$ cat src/rtl/seq_det_pkg.sv
// Shared types and helpers for the seq_det_param pattern detector.
package seq_det_pkg;

  localparam int DEF_MAX_LEN = 16;

  typedef enum logic [1:0] {
    IDLE  = 2'd0,
    FILL  = 2'd1,
    ARMED = 2'd2
  } seq_state_e;

  function automatic logic len_legal(input int len, input int max_len);
    return (len >= 2) && (len <= max_len);
  endfunction

endpackage

$ cat src/rtl/seq_det_hist.sv
// Serial history shift register with a fill counter that saturates at len-1.
module seq_det_hist
  import seq_det_pkg::*;
#(
  parameter int MAX_LEN = DEF_MAX_LEN,
  parameter int LEN_W   = $clog2(MAX_LEN + 1)
) (
  input  logic               clk,
  input  logic               reset_n,
  input  logic               shift,
  input  logic               clr,
  input  logic               x,
  input  logic [LEN_W-1:0]   len,
  output logic [MAX_LEN-2:0] hist,
  output logic [LEN_W-1:0]   fill
);

  // Only len-1 past bits are ever compared, so the register is one bit short of MAX_LEN.
  localparam int HW = MAX_LEN - 1;

  always_ff @(posedge clk or negedge reset_n) begin
    if (!reset_n) begin
      hist <= '0;
      fill <= '0;
    end else if (clr) begin
      hist <= '0;
      fill <= '0;
    end else if (shift) begin
      hist <= (hist << 1) | HW'(x);
      if (fill < len - LEN_W'(1)) fill <= fill + LEN_W'(1);
    end
  end

endmodule

$ cat src/rtl/seq_det_param.sv
// Runtime-programmable serial pattern detector with a zero-latency Mealy match strobe.
// Define SEQ_DET_HIT_CNT_EN to build the saturating hit counter; otherwise hit_cnt is tied to 0.
//
// state | meaning
// IDLE  | no valid pattern loaded; samples ignored
// FILL  | collecting bits, fill < len-1
// ARMED | fill >= len-1; every sample may complete a match
module seq_det_param
  import seq_det_pkg::*;
#(
  parameter int MAX_LEN = DEF_MAX_LEN,
  parameter int LEN_W   = $clog2(MAX_LEN + 1),
  parameter int CNT_W   = 16
) (
  input  logic               clk,
  input  logic               reset_n,
  input  logic               en,
  input  logic               x,
  input  logic               x_valid,
  input  logic               ovl_mode,
  input  logic               cfg_load,
  input  logic [MAX_LEN-1:0] cfg_pattern,
  input  logic [LEN_W-1:0]   cfg_len,
  output logic               z,
  output logic               armed,
  output logic               cfg_err,
  input  logic               hit_clr,
  output logic [CNT_W-1:0]   hit_cnt
);

  seq_state_e         state_q, state_d;
  logic [MAX_LEN-1:0] pat_q;
  logic [LEN_W-1:0]   len_q;
  logic               cfg_err_q;
  logic [MAX_LEN-2:0] hist;
  logic [LEN_W-1:0]   fill;
  logic               hist_shift, hist_clr;
  logic               cfg_ok, sample, match;
  logic [MAX_LEN-1:0] window, mask;

  seq_det_hist #(
    .MAX_LEN (MAX_LEN),
    .LEN_W   (LEN_W)
  ) u_hist (
    .clk     (clk),
    .reset_n (reset_n),
    .shift   (hist_shift),
    .clr     (hist_clr),
    .x       (x),
    .len     (len_q),
    .hist    (hist),
    .fill    (fill)
  );

  assign cfg_ok = len_legal(int'(cfg_len), MAX_LEN);
  // A load owns the cycle: the bit presented alongside it is never sampled.
  assign sample = en & x_valid & (state_q != IDLE) & ~cfg_load;
  assign armed  = (state_q == ARMED);

  assign window = {hist, x};
  assign mask   = ~({MAX_LEN{1'b1}} << len_q);
  assign match  = ((window ^ pat_q) & mask) == '0;
  assign z      = sample & armed & match;

  assign cfg_err = cfg_err_q;

  always_comb begin
    state_d    = state_q;
    hist_shift = 1'b0;
    hist_clr   = 1'b0;
    if (cfg_load) begin
      if (cfg_ok) begin
        state_d  = FILL;
        hist_clr = 1'b1;
      end
    end else if (sample) begin
      if (z && !ovl_mode) begin
        state_d  = FILL;
        hist_clr = 1'b1;
      end else begin
        hist_shift = 1'b1;
        if (state_q == FILL && fill == len_q - LEN_W'(2)) state_d = ARMED;
      end
    end
  end

  always_ff @(posedge clk or negedge reset_n) begin
    if (!reset_n) begin
      state_q   <= IDLE;
      pat_q     <= '0;
      len_q     <= '0;
      cfg_err_q <= 1'b0;
    end else begin
      state_q <= state_d;
      if (cfg_load) begin
        if (cfg_ok) begin
          pat_q     <= cfg_pattern;
          len_q     <= cfg_len;
          cfg_err_q <= 1'b0;
        end else begin
          cfg_err_q <= 1'b1;
        end
      end
    end
  end

`ifdef SEQ_DET_HIT_CNT_EN
  logic [CNT_W-1:0] hit_q;

  always_ff @(posedge clk or negedge reset_n) begin
    if (!reset_n)                 hit_q <= '0;
    else if (hit_clr)             hit_q <= '0;
    else if (z && hit_q != '1)    hit_q <= hit_q + CNT_W'(1);
  end

  assign hit_cnt = hit_q;
`else
  logic unused_hit_clr;
  assign unused_hit_clr = hit_clr;
  assign hit_cnt        = '0;
`endif

endmodule

$ cat config.mk
export PLATFORM = sky130hd
export DESIGN_NAME = seq_det_param
export DESIGN_NICKNAME = d
export VERILOG_FILES = /design/src/rtl/seq_det_pkg.sv /design/src/rtl/seq_det_hist.sv /design/src/rtl/seq_det_param.sv
export SDC_FILE = /design/constraint.sdc
export NUM_CORES = 1
export LEC_CHECK = 0
export ABC_AREA = 1
export BUFFER_PORTS_ARGS = -buffer_cell sky130_fd_sc_hd__buf_4
export CAP_MARGIN = 15
export CORE_UTILIZATION = 43
export DETAILED_ROUTE_END_ITERATION = 10
export PLACE_DENSITY = 0.69
export SLEW_MARGIN = 20
export SYNTH_ARGS = -nofsm -noshare
export SYNTH_HDL_FRONTEND = slang
export SYNTH_HIERARCHICAL = 1
export SYNTH_SLANG_ARGS = --single-unit
$ cat constraint.sdc
create_clock -name clk -period 3.9 [get_ports clk]
set_clock_uncertainty 0.05 [all_clocks]
set_input_delay 0.195 -clock clk [delete_from_list [all_inputs] [get_ports clk]]
set_output_delay 0.195 -clock clk [all_outputs]
set_load 0.02 [all_outputs]
# Yosys cells after proc, flatten, opt, wreduce, memory -nomap -nowiden
# Cells that the tools add are included.
[word_totals] wordCells=58 output_inout_bits=19 in_bits=29 regBits=44
[classes] shifts=1 n_mux=18 add_sub_neg=3 magnitude_cmp=3 n_reduce_logical=13 n_eq_ne=4 bitwise_logic=10
[ops] operator="$mux W15" n=2
[ops] operator="$and A16 B16 Y16" n=1
[ops] operator="$logic_not A16 Y1" n=1
[ops] operator="$not A16 Y16" n=1
[ops] operator="$shl A16 B5 Y16 const A" n=1
[ops] operator="$xor A16 B16 Y16" n=1
[ops] operator="$mux W5" n=3
[ops] operator="$or A15 B1 Y15" n=1
[ops] operator="$mux W2" n=5
[ops] operator="$mux W1" n=8
[ops] operator="$reduce_bool A2 Y1" n=4
[ops] operator="$add A5 B1 Y5 const B" n=1
[ops] operator="$and A1 B1 Y1" n=5
[ops] operator="$eq A5 B5 Y1" n=1
[ops] operator="$ge A5 B2 Y1 const B" n=1
[ops] operator="$le A5 B5 Y1 const B" n=1
[ops] operator="$lt A5 B5 Y1" n=1
[ops] operator="$sub A5 B1 Y5 const B" n=1
[ops] operator="$sub A5 B2 Y5 const B" n=1
[ops] operator="$reduce_and A2 Y1" n=2
[ops] operator="$logic_and A1 B1 Y1" n=3
[ops] operator="$reduce_and A3 Y1" n=1
[ops] operator="$reduce_bool A3 Y1" n=1
[ops] operator="$eq A2 B1 Y1 const B" n=1
[ops] operator="other kinds (4)" n=4

# Depth between registers and ports, before layout
# Gate-level depths: netlist (run 1).
[logic_depth] ltp_word=11 ltp_mapped=20 mapped_depth_nobuf=20

# Cells and area by module
# The synthesis (run 1) kept the hierarchy.
[by_module_without_submodules] module="seq_det_param" n_inst=1 area_each_um2=1710.4 cells_per_inst=256 seq_area_each_um2=600.6
[by_module_without_submodules] module="seq_det_hist" n_inst=1 area_each_um2=1054.8 cells_per_inst=133 seq_area_each_um2=500.5

# Least setup slack after synthesis (run 1)
# Ideal clock, no wire load.
[synth_path] kind="register -> register" start="register len_q[2]" end="register u_hist.hist[10]" setup_time_ns=0.066 stages_incl_launch_ff=19 t_arrival_ns=2.174 synth_period_minus_slack_ns=2.290 path_buffers=1 setup_slack_ns=1.610 required_time_ns=3.784 cell_sequence="dfrtp_1 -> inv_1 -> ha_1 -> inv_1 -> ha_1 -> inv_1 -> nand2_1 -> nand3_1 -> nand2_1 -> nor2_1 -> nand2_1 -> nor2_2 -> nand3_2 -> nand2_1 -> inv_1 -> nor2_1 -> buf_2 -> nand2_1 -> nand2_1"
[synth_via] elab_chain_cells=10 word_cells_on_any_way=14 classes_between="1 x shift; 7 x mux; 3 x bitwise; 3 x reduce/logical"
[synth_lines] element="start: declaration" line="seq_det_param.sv:33" source="logic [LEN_W-1:0] len_q;"
[synth_lines] element="start signal: assignment" line="seq_det_param.sv:98" source="len_q <= cfg_len;"
[synth_lines] element="$shl A16 B5 Y16" line="seq_det_param.sv:61" source="assign mask = ~({MAX_LEN{1'b1}} << len_q);"
[synth_lines] element="$not A16 Y16" line="seq_det_param.sv:61"
[synth_lines] element="$and A16 B16 Y16" line="seq_det_param.sv:62" source="assign match = ((window ^ pat_q) & mask) == '0;"
[synth_lines] element="$logic_not A16 Y1" line="seq_det_param.sv:62"
[synth_lines] element="$and A1 B1 Y1" line="seq_det_param.sv:63" source="assign z = sample & armed & match;"
[synth_lines] element="$logic_and A1 B1 Y1" line="seq_det_param.sv:77" source="if (z && !ovl_mode) begin"
[synth_lines] element="$mux W1" line="seq_det_param.sv:77"
[synth_lines] element="$mux W1" line="seq_det_param.sv:76" source="end else if (sample) begin"
[synth_lines] element="$mux W1" line="seq_det_param.sv:71" source="if (cfg_load) begin"
[synth_lines] element="via hist_shift" line="seq_det_param.sv:37" source="logic hist_shift, hist_clr;"
[synth_lines] element="$reduce_bool A2 Y1 (no line)"
[synth_lines] element="end signal: assignment" line="seq_det_hist.sv:29" source="hist <= (hist << 1) | HW'(x);"
[synth_lines] element="end: declaration" line="seq_det_hist.sv:14" source="output logic [MAX_LEN-2:0] hist,"
# The timed path passes the listed nets, and every way through them passes these cells.
# A chain may end at the register's enable or synchronous reset.

# Final worst setup path (run 1)
[layout_path] start="register len_q[2]" end="register u_hist.fill[1]"
[layout_via] elab_chain_cells=11 word_cells_on_any_way=18 classes_between="1 x add/sub; 1 x order compare; 1 x shift; 7 x mux; 3 x bitwise; 5 x reduce/logical"
[layout_lines] element="$shl A16 B5 Y16" line="seq_det_param.sv:61"
[layout_lines] element="$not A16 Y16" line="seq_det_param.sv:61"
[layout_lines] element="$and A16 B16 Y16" line="seq_det_param.sv:62"
[layout_lines] element="$logic_not A16 Y1" line="seq_det_param.sv:62"
[layout_lines] element="$and A1 B1 Y1" line="seq_det_param.sv:63"
[layout_lines] element="$logic_and A1 B1 Y1" line="seq_det_param.sv:77"
[layout_lines] element="$mux W1" line="seq_det_param.sv:77"
[layout_lines] element="$mux W1" line="seq_det_param.sv:76"
[layout_lines] element="$mux W1" line="seq_det_param.sv:71"
[layout_lines] element="via hist_shift" line="seq_det_param.sv:37"
[layout_lines] element="$reduce_bool A2 Y1 (no line)"
[layout_lines] element="$reduce_and A2 Y1 (no line)"
[layout_lines] element="end signal: assignment" line="seq_det_hist.sv:30" source="if (fill < len - LEN_W'(1)) fill <= fill + LEN_W'(1);"
[layout_lines] element="end: declaration" line="seq_det_hist.sv:15" source="output logic [LEN_W-1:0] fill"
# The timed path passes the listed nets, and every way through them passes these cells.

==> results.sh, run 1 <==
export IMPL_end_kind="register"
export IMPL_fin_area_mm2=0.00309
export IMPL_post_cts_resized=0
export IMPL_synth_avg_cell_area_um2=7.11
export IMPL_placementRows=28
export IMPL_finalCriticalPeriod_ps=2890
export IMPL_drtPass1Iterations=4
export IMPL_portBuffers=30
export IMPL_grt_max_degree=45
export IMPL_fillCellCount=627
export IMPL_startpoint_type="register"
export IMPL_place_ws_ps=1030
export IMPL_core_mm2=0.00606
export IMPL_rsz0062_at_grt="false"
export IMPL_startpoint="len_q[2]"
export IMPL_worst_pin_slew_ps=557
export IMPL_post_route_period_util_pct=74.1
export IMPL_hpwl_mm=4.36
export IMPL_switching_share_pct=38.0
export IMPL_maxCapViolCount=0
export IMPL_switchingPower_w=0.000494
export IMPL_ys_flop_type="dfrtp_1"
export IMPL_placed_area_mm2=0.00300
export IMPL_rr_startpoint="len_q[2]"
export IMPL_clock_tree_root_cell="clkbuf_8"
export IMPL_drive_gt1_share_pct=14.8
export IMPL_maxSlewViolCount=0
export IMPL_synth_distinct_cells=29
export IMPL_clk_latency_ps=300
export IMPL_cp_data_required_time_ps=4080
export IMPL_slew_headroom_pct=62.9
export IMPL_wl_mm=5.90
export IMPL_ir_drop_mv=0.276
export IMPL_tritoncts="yes"
export IMPL_synth_cells=389
export IMPL_ant_nets=0
export IMPL_ys_ff_latch=44
export IMPL_htree_num_levels=2
export IMPL_p_leak_nw=1.67
export IMPL_track_usage_pct=19.9
export IMPL_power_density_mw_per_mm2=421
export IMPL_yosys_top_cells_count="nand2_1 (139), dfrtp_1 (44), inv_1 (38)"
export IMPL_antenna_cells=0
export IMPL_synthArstFlopShare_pct=100
export IMPL_hold_path_class="input pin to register"
export IMPL_die_area_mm2=0.00676
export IMPL_p_int_w=0.000805
export IMPL_drt_initial_drc_count=121
export IMPL_p_comb_share_pct=32.7
export IMPL_cp_max_fo=16
export IMPL_ios=48
export IMPL_yosysTopAreaCellShare_pct=39.8
export IMPL_synth_area_top_cells="dfrtp_1 (40%), nand2_1 (19%), nand3_1 (6.5%), inv_1 (5.2%), ha_1 (4.5%)"
export IMPL_cts_max_path_buffers=2
export IMPL_clkSinkCount=44
export IMPL_clkPwrFrac_pct=21.4
export IMPL_antenna_found_initial=0
export IMPL_cts_made_buffers=5
export IMPL_fin_ws_ps=1010
export IMPL_vias=2431
export IMPL_grt_pass1_vias=2264
export IMPL_setup_viol=0
export IMPL_fmax_mhz=346
export IMPL_synth_edf_count=0
export IMPL_reg2reg_slack_ps=1010
export IMPL_drt_drc_violations_left=0
export IMPL_ys_seq_area_share_pct=39.8
export IMPL_power_frac_seq_pct=45.9
export IMPL_routed_via_density=4.91
export IMPL_synthesis_area_mm2=0.00277
export IMPL_min_from="cfg_pattern[8]"
export IMPL_dieWidth_um=82.2
export IMPL_initial_core_util_pct=45.6
export IMPL_num_nets_final=459
export IMPL_wl_per_cell_um=11.9
export IMPL_path_clk_slew_ps=90
export IMPL_hold_viol=0
export IMPL_gr_total_overflow=0
export IMPL_stdcell_count=495
export IMPL_die_h_um=82.2
export IMPL_synth_most_common_cell="nand2_1"
export IMPL_path_class="register to register"
export IMPL_setup_tns_ps=0
export IMPL_yosys_area_top_type="dfrtp_1"
export IMPL_cp_arrival_ps=3070
export IMPL_area_growth_syn_to_layout_pct=11.6
export IMPL_place_inst=487
export IMPL_yosysWarnings=6
export IMPL_gp_routability_congestion=0.834
export IMPL_status="finished, final reports clean"
export IMPL_grt_pass1_wl_mm=10.1
## worst max-delay path: stages (launching register included)
cell and delay, ps:
dfrtp_1 520, inv_1 170, ha_1 230, inv_1 60, ha_1 140, inv_1 40
nand2_1 60, nand3_1 60, nand2_1 70, nor2_1 40, nand2_1 100, nor2_2 50
nand3_2 90, nand2_1 60, inv_1 380, inv_2 110, nor3b_2 210, nand3_2 130
nand2_1 90, nand2_1 60, nor2_1 100
## flip-flops by register name, summed over array words and instances, names as in the netlist
name	flops
cfg_err	1
len_q	5
pat_q	16
state_q	2
u_hist/fill	5
u_hist/hist	15
## per-stage QoR
step           utilization, %  total power (W)  hold slack, ps
2_1_floorplan               -         0.000916            -151
3_3_place_gp             49.4          0.00101             179
3_5_place_dp             49.4          0.00103             177
4_1_cts                  50.9          0.00131            23.8
5_1_grt                  50.9          0.00140            28.1
6_report                 50.9          0.00130            26.6
## power by group through the flow
stage / registers (W) / logic (W) / clock network (W)
floorplan: 0.000583 / 0.000334 / 0
global placement: 0.000603 / 0.000406 / 0
detailed placement: 0.000605 / 0.000421 / 0
CTS: 0.000596 / 0.000426 / 0.000285
global route: 0.000607 / 0.000489 / 0.000308
finish: 0.000596 / 0.000425 / 0.000277
## layout make-up
type	instances	area, um^2	share of cell area, %
Multi-Input combinational cell	289	1390	45.0
Tap cell	75	93.8	3.04
Clock inverter	2	12.5	0.405
Inverter	48	180	5.84
Clock buffer	5	68.8	2.23
Sequential cell	44	1100	35.7
Timing Repair Buffer	32	243	7.86
## kinds of logic after synthesis
kind of cell | count (synthesis) | synth area share [%]
buffers and inverters | 71 | 12.0
adder cells (fa/ha/maj) | 10 | 4.52
AO/OA/AOI/OAI | 29 | 5.84
AND/OR/NAND/NOR | 223 | 34.2
XOR/XNOR | 11 | 3.48
other | 1 | 0.136
flip-flops | 44 | 39.8
## what timing repair did
action                                 4_1_cts  5_1_grt
endpoints found under the hold margin       44        0
setup endpoints to repair                    0        0
setup buffers                                0        0
hold buffers                                 1        0
## worst paths after layout
path | endpoint | cells after the start
setup / recovery | u_hist/fill[1] | 20
hold / removal | pat_q[8] | 3
setup reg to reg | u_hist/fill[1] | 20
hold reg to reg | pat_q[10] | 2
max in group asynchronous | state_q[1] | 2
min in group asynchronous | u_hist/fill[2] | 2
## routing by layer
| layer | track usage [%] | vias up | routed length [um] |
|---|---|---|---|
| met5 | 0 | - | 0 |
| met4 | 8.07 | 0 | 91 |
| met3 | 4.40 | 9 | 187 |
| met2 | 32.6 | 46 | 2950 |
| met1 | 25.3 | 1133 | 2670 |
| li1 | - | 1243 | - |
## placed cells by master, fill, tap and decap left out, types with 2 or more instances in the layout
cell / instances
nand2_1: 139
dfrtp_1: 44
inv_1: 38
nand3_1: 36
buf_4: 31
nor2_1: 27
conb_1: 16
o21ai_1: 12
inv_2: 10
ha_1: 10
o21ai_0: 8
xor2_1: 8
nor2_2: 6
clkbuf_8: 5
nand2_2: 4
nand4_1: 4
nor3_1: 3
a21oi_1: 3
xnor2_1: 3
nand3_2: 2
(Power assumes the default switching activity.)
==> run 2: changes to the inputs <==
--- a/config.mk
+++ b/config.mk
@@ -10,7 +10,7 @@
 export CAP_MARGIN = 15
 export CORE_UTILIZATION = 43
 export DETAILED_ROUTE_END_ITERATION = 10
-export PLACE_DENSITY = 0.69
+export PLACE_DENSITY = 0.71
 export SLEW_MARGIN = 20
 export SYNTH_ARGS = -nofsm -noshare
 export SYNTH_HDL_FRONTEND = slang
==> constraint.sdc (replaced) <==
create_clock -name clk -period 2.5 [get_ports clk]
set_clock_uncertainty 0.05 [all_clocks]
set_input_delay 0.125 -clock clk [delete_from_list [all_inputs] [get_ports clk]]
set_output_delay 0.125 -clock clk [all_outputs]
set_load 0.02 [all_outputs]
==> run 2 against run 1 <==
Die area did not move. Hold slack got worse by 15 ps. Sequential cell count did not move. Critical path depth fell by 2. Critical path type unchanged. Clock-buffer cell count did not move. Critical endpoint is now u_hist/hist[4]. Clock power rose by 100%.
==> results.sh, run 2 (synthesis gave the netlist of run 1 again) <==
export IMPL_crit_slowest_cell="dfrtp_1"
export IMPL_cp_data_required_time_ps=2670
export IMPL_cts_made_buffers=5
export IMPL_path_class="register to register"
export IMPL_switchingPower_w=0.000802
export IMPL_cts_max_path_buffers=2
export IMPL_clock_tree_root_cell="clkbuf_8"
export IMPL_startpoint_type="register"
export IMPL_initial_core_util_pct=45.6
export IMPL_ir_drop_mv=0.353
export IMPL_p_int_w=0.00139
export IMPL_placed_area_mm2=0.00304
export IMPL_portBuffers=30
export IMPL_final_cell_mix="nand2_1 (139), dfrtp_1 (44), inv_1 (36), nand3_1 (36), buf_4 (36)"
export IMPL_tritoncts="yes"
export IMPL_dieWidth_um=82.2
export IMPL_final_common_cell="nand2_1"
export IMPL_die_h_um=82.2
export IMPL_die_area_mm2=0.00676
export IMPL_antenna_found_initial=0
export IMPL_path_clk_slew_ps=90
export IMPL_clkPwrFrac_pct=25.4
export IMPL_end_kind="register"
export IMPL_rr_startpoint="len_q[2]"
export IMPL_drt_drc_violations_left=0
export IMPL_drt_initial_drc_count=142
export IMPL_fmax_mhz=436
export IMPL_maxSlewViolCount=0
export IMPL_min_from="cfg_len[2]"
export IMPL_finalCriticalPeriod_ps=2290
export IMPL_p_comb_share_pct=32.6
export IMPL_gp_routability_congestion=0.869
export IMPL_htree_num_levels=2
export IMPL_antenna_cells=0
export IMPL_power_density_mw_per_mm2=658
export IMPL_regMostFlops="pat_q"
export IMPL_clkSinkCount=44
export IMPL_grt_max_degree=45
export IMPL_routed_via_density=4.84
export IMPL_crit_chain="inv_2 > ha_1 > inv_1 > ha_1 > inv_1 > nand2_1 > nand3_1 > nand2_1 > nor2_1 > nand2_1 > nor2_2 > nand3_2 > nand2_1 > inv_2 > nor2_2 > buf_6 > nand2_1 > o21ai_0"
export IMPL_setup_viol=0
export IMPL_stdcell_count=518
export IMPL_placementRows=28
export IMPL_cp_arrival_ps=2460
export IMPL_largest_reg_flops=16
export IMPL_fin_area_mm2=0.00334
export IMPL_ios=48
export IMPL_place_inst=493
export IMPL_vias=2506
export IMPL_num_nets_final=481
export IMPL_clk_latency_ps=300
export IMPL_cpMostUsedCell="nand2_1"
export IMPL_hold_viol=0
export IMPL_status="finished, final reports clean"
export IMPL_gr_total_overflow=0
export IMPL_worst_pin_slew_ps=566
export IMPL_total_power_w=0.00220
export IMPL_grt_pass1_vias=2385
export IMPL_wl_mm=6.19
export IMPL_maxCapViolCount=0
export IMPL_cpPeakStageDelay_ps=400
export IMPL_slew_headroom_pct=62.3
export IMPL_area_growth_syn_to_layout_pct=20.6
export IMPL_switching_share_pct=36.5
export IMPL_power_frac_seq_pct=41.9
export IMPL_core_mm2=0.00606
export IMPL_hold_path_class="input pin to register"
export IMPL_utilization_pct=55.0
export IMPL_post_cts_buffers=0
export IMPL_cp_max_fo=13
export IMPL_drtPass1Iterations=4
export IMPL_p_leak_nw=1.78
export IMPL_grt_pass1_wl_mm=10.3
export IMPL_ant_nets=0
export IMPL_track_usage_pct=20.4
export IMPL_startpoint="len_q[2]"
export IMPL_post_route_period_util_pct=91.7
export IMPL_hpwl_mm=4.42
export IMPL_fillCellCount=583
export IMPL_wl_per_cell_um=11.9
export IMPL_drive_gt1_share_pct=16.5
export IMPL_reg_largest_list="pat_q (16), u_hist/hist (15)"
## run 2: changes by cell type in the layout (fill, tap and decap cells not counted)
| cell | delta |
|---|---|
| dlygate4sd3_1 | +16 |
| buf_4 | +5 |
| inv_1 | -2 |
| inv_2 | +2 |
| nor2_1 | -2 |
| nor2_2 | +2 |
| buf_6 | +1 |
| bufinv_16 | +1 |
| nand2_2 | -1 |
| nand2_4 | +1 |
## run 2: layout make-up
class                   instances  area [um^2]  area share [%]
clock buffers                   5         68.8            2.06
clock inverters                 3         42.5            1.28
multi-input cells             289         1400            41.9
flip-flops and latches         44         1100            33.0
inverters                      48          180            5.40
well taps                      75         93.8            2.81
repair buffers                 54          452            13.5
## run 2: metal layers
metal	track usage (%)	vias up	routed length, um
met5	0	-	0
met4	8.95	0	110
met3	3.85	11	264
met2	35.6	59	3120
met1	24.2	1147	2690
li1	-	1289	-
## run 2: path summary, 6_finish.rpt
path,slack (ps),depth (start not counted),endpoint
setup / recovery,210,18,u_hist/hist[4]
max in group asynchronous,1710,2,u_hist/hist[8]
setup reg to reg,210,18,u_hist/hist[4]
hold / removal,10,3,len_q[2]
hold reg to reg,460,2,u_hist/hist[14]
min in group asynchronous,300,2,u_hist/fill[0]
## run 2: power by group through the flow
stage	clock [W]	sequential, W	combinational (W)
after CTS	0.000566	0.000921	0.000709
after global routing	0.000595	0.000937	0.000822
after detailed placement	0	0.000934	0.000680
final	0.000558	0.000921	0.000717
after floorplan	0	0.000909	0.000521
after global placement	0	0.000929	0.000657
## run 2: worst max-delay path, delay by kind of cell (launching register included)
| kind | cells | cell delay, ps |
|---|---|---|
| AOI/OAI and AO/OA | 1 | 90 |
| buffers and inverters | 5 | 440 |
| DFF | 1 | 400 |
| adders and majority gates | 2 | 380 |
| and+or+nand+nor | 10 | 850 |
## run 2: what timing repair did
action,in CTS,in global routing
endpoints found under the hold margin,60,0
endpoints found under the setup margin,0,20
resized for setup,0,6
hold buffers,17,0
## run 2: per-stage QoR
stage / worst slack (ps) / TNS [ps] / hold WS (ps)
4_1_cts: 91.2 / 0 / 11.6
5_1_grt: -6.98 / -6.98 / 13.5
6_report: 207 / 0 / 11.4
3_3_place_gp: 193 / 0 / 106
3_5_place_dp: 143 / 0 / 113
2_1_floorplan: 210 / 0 / -221
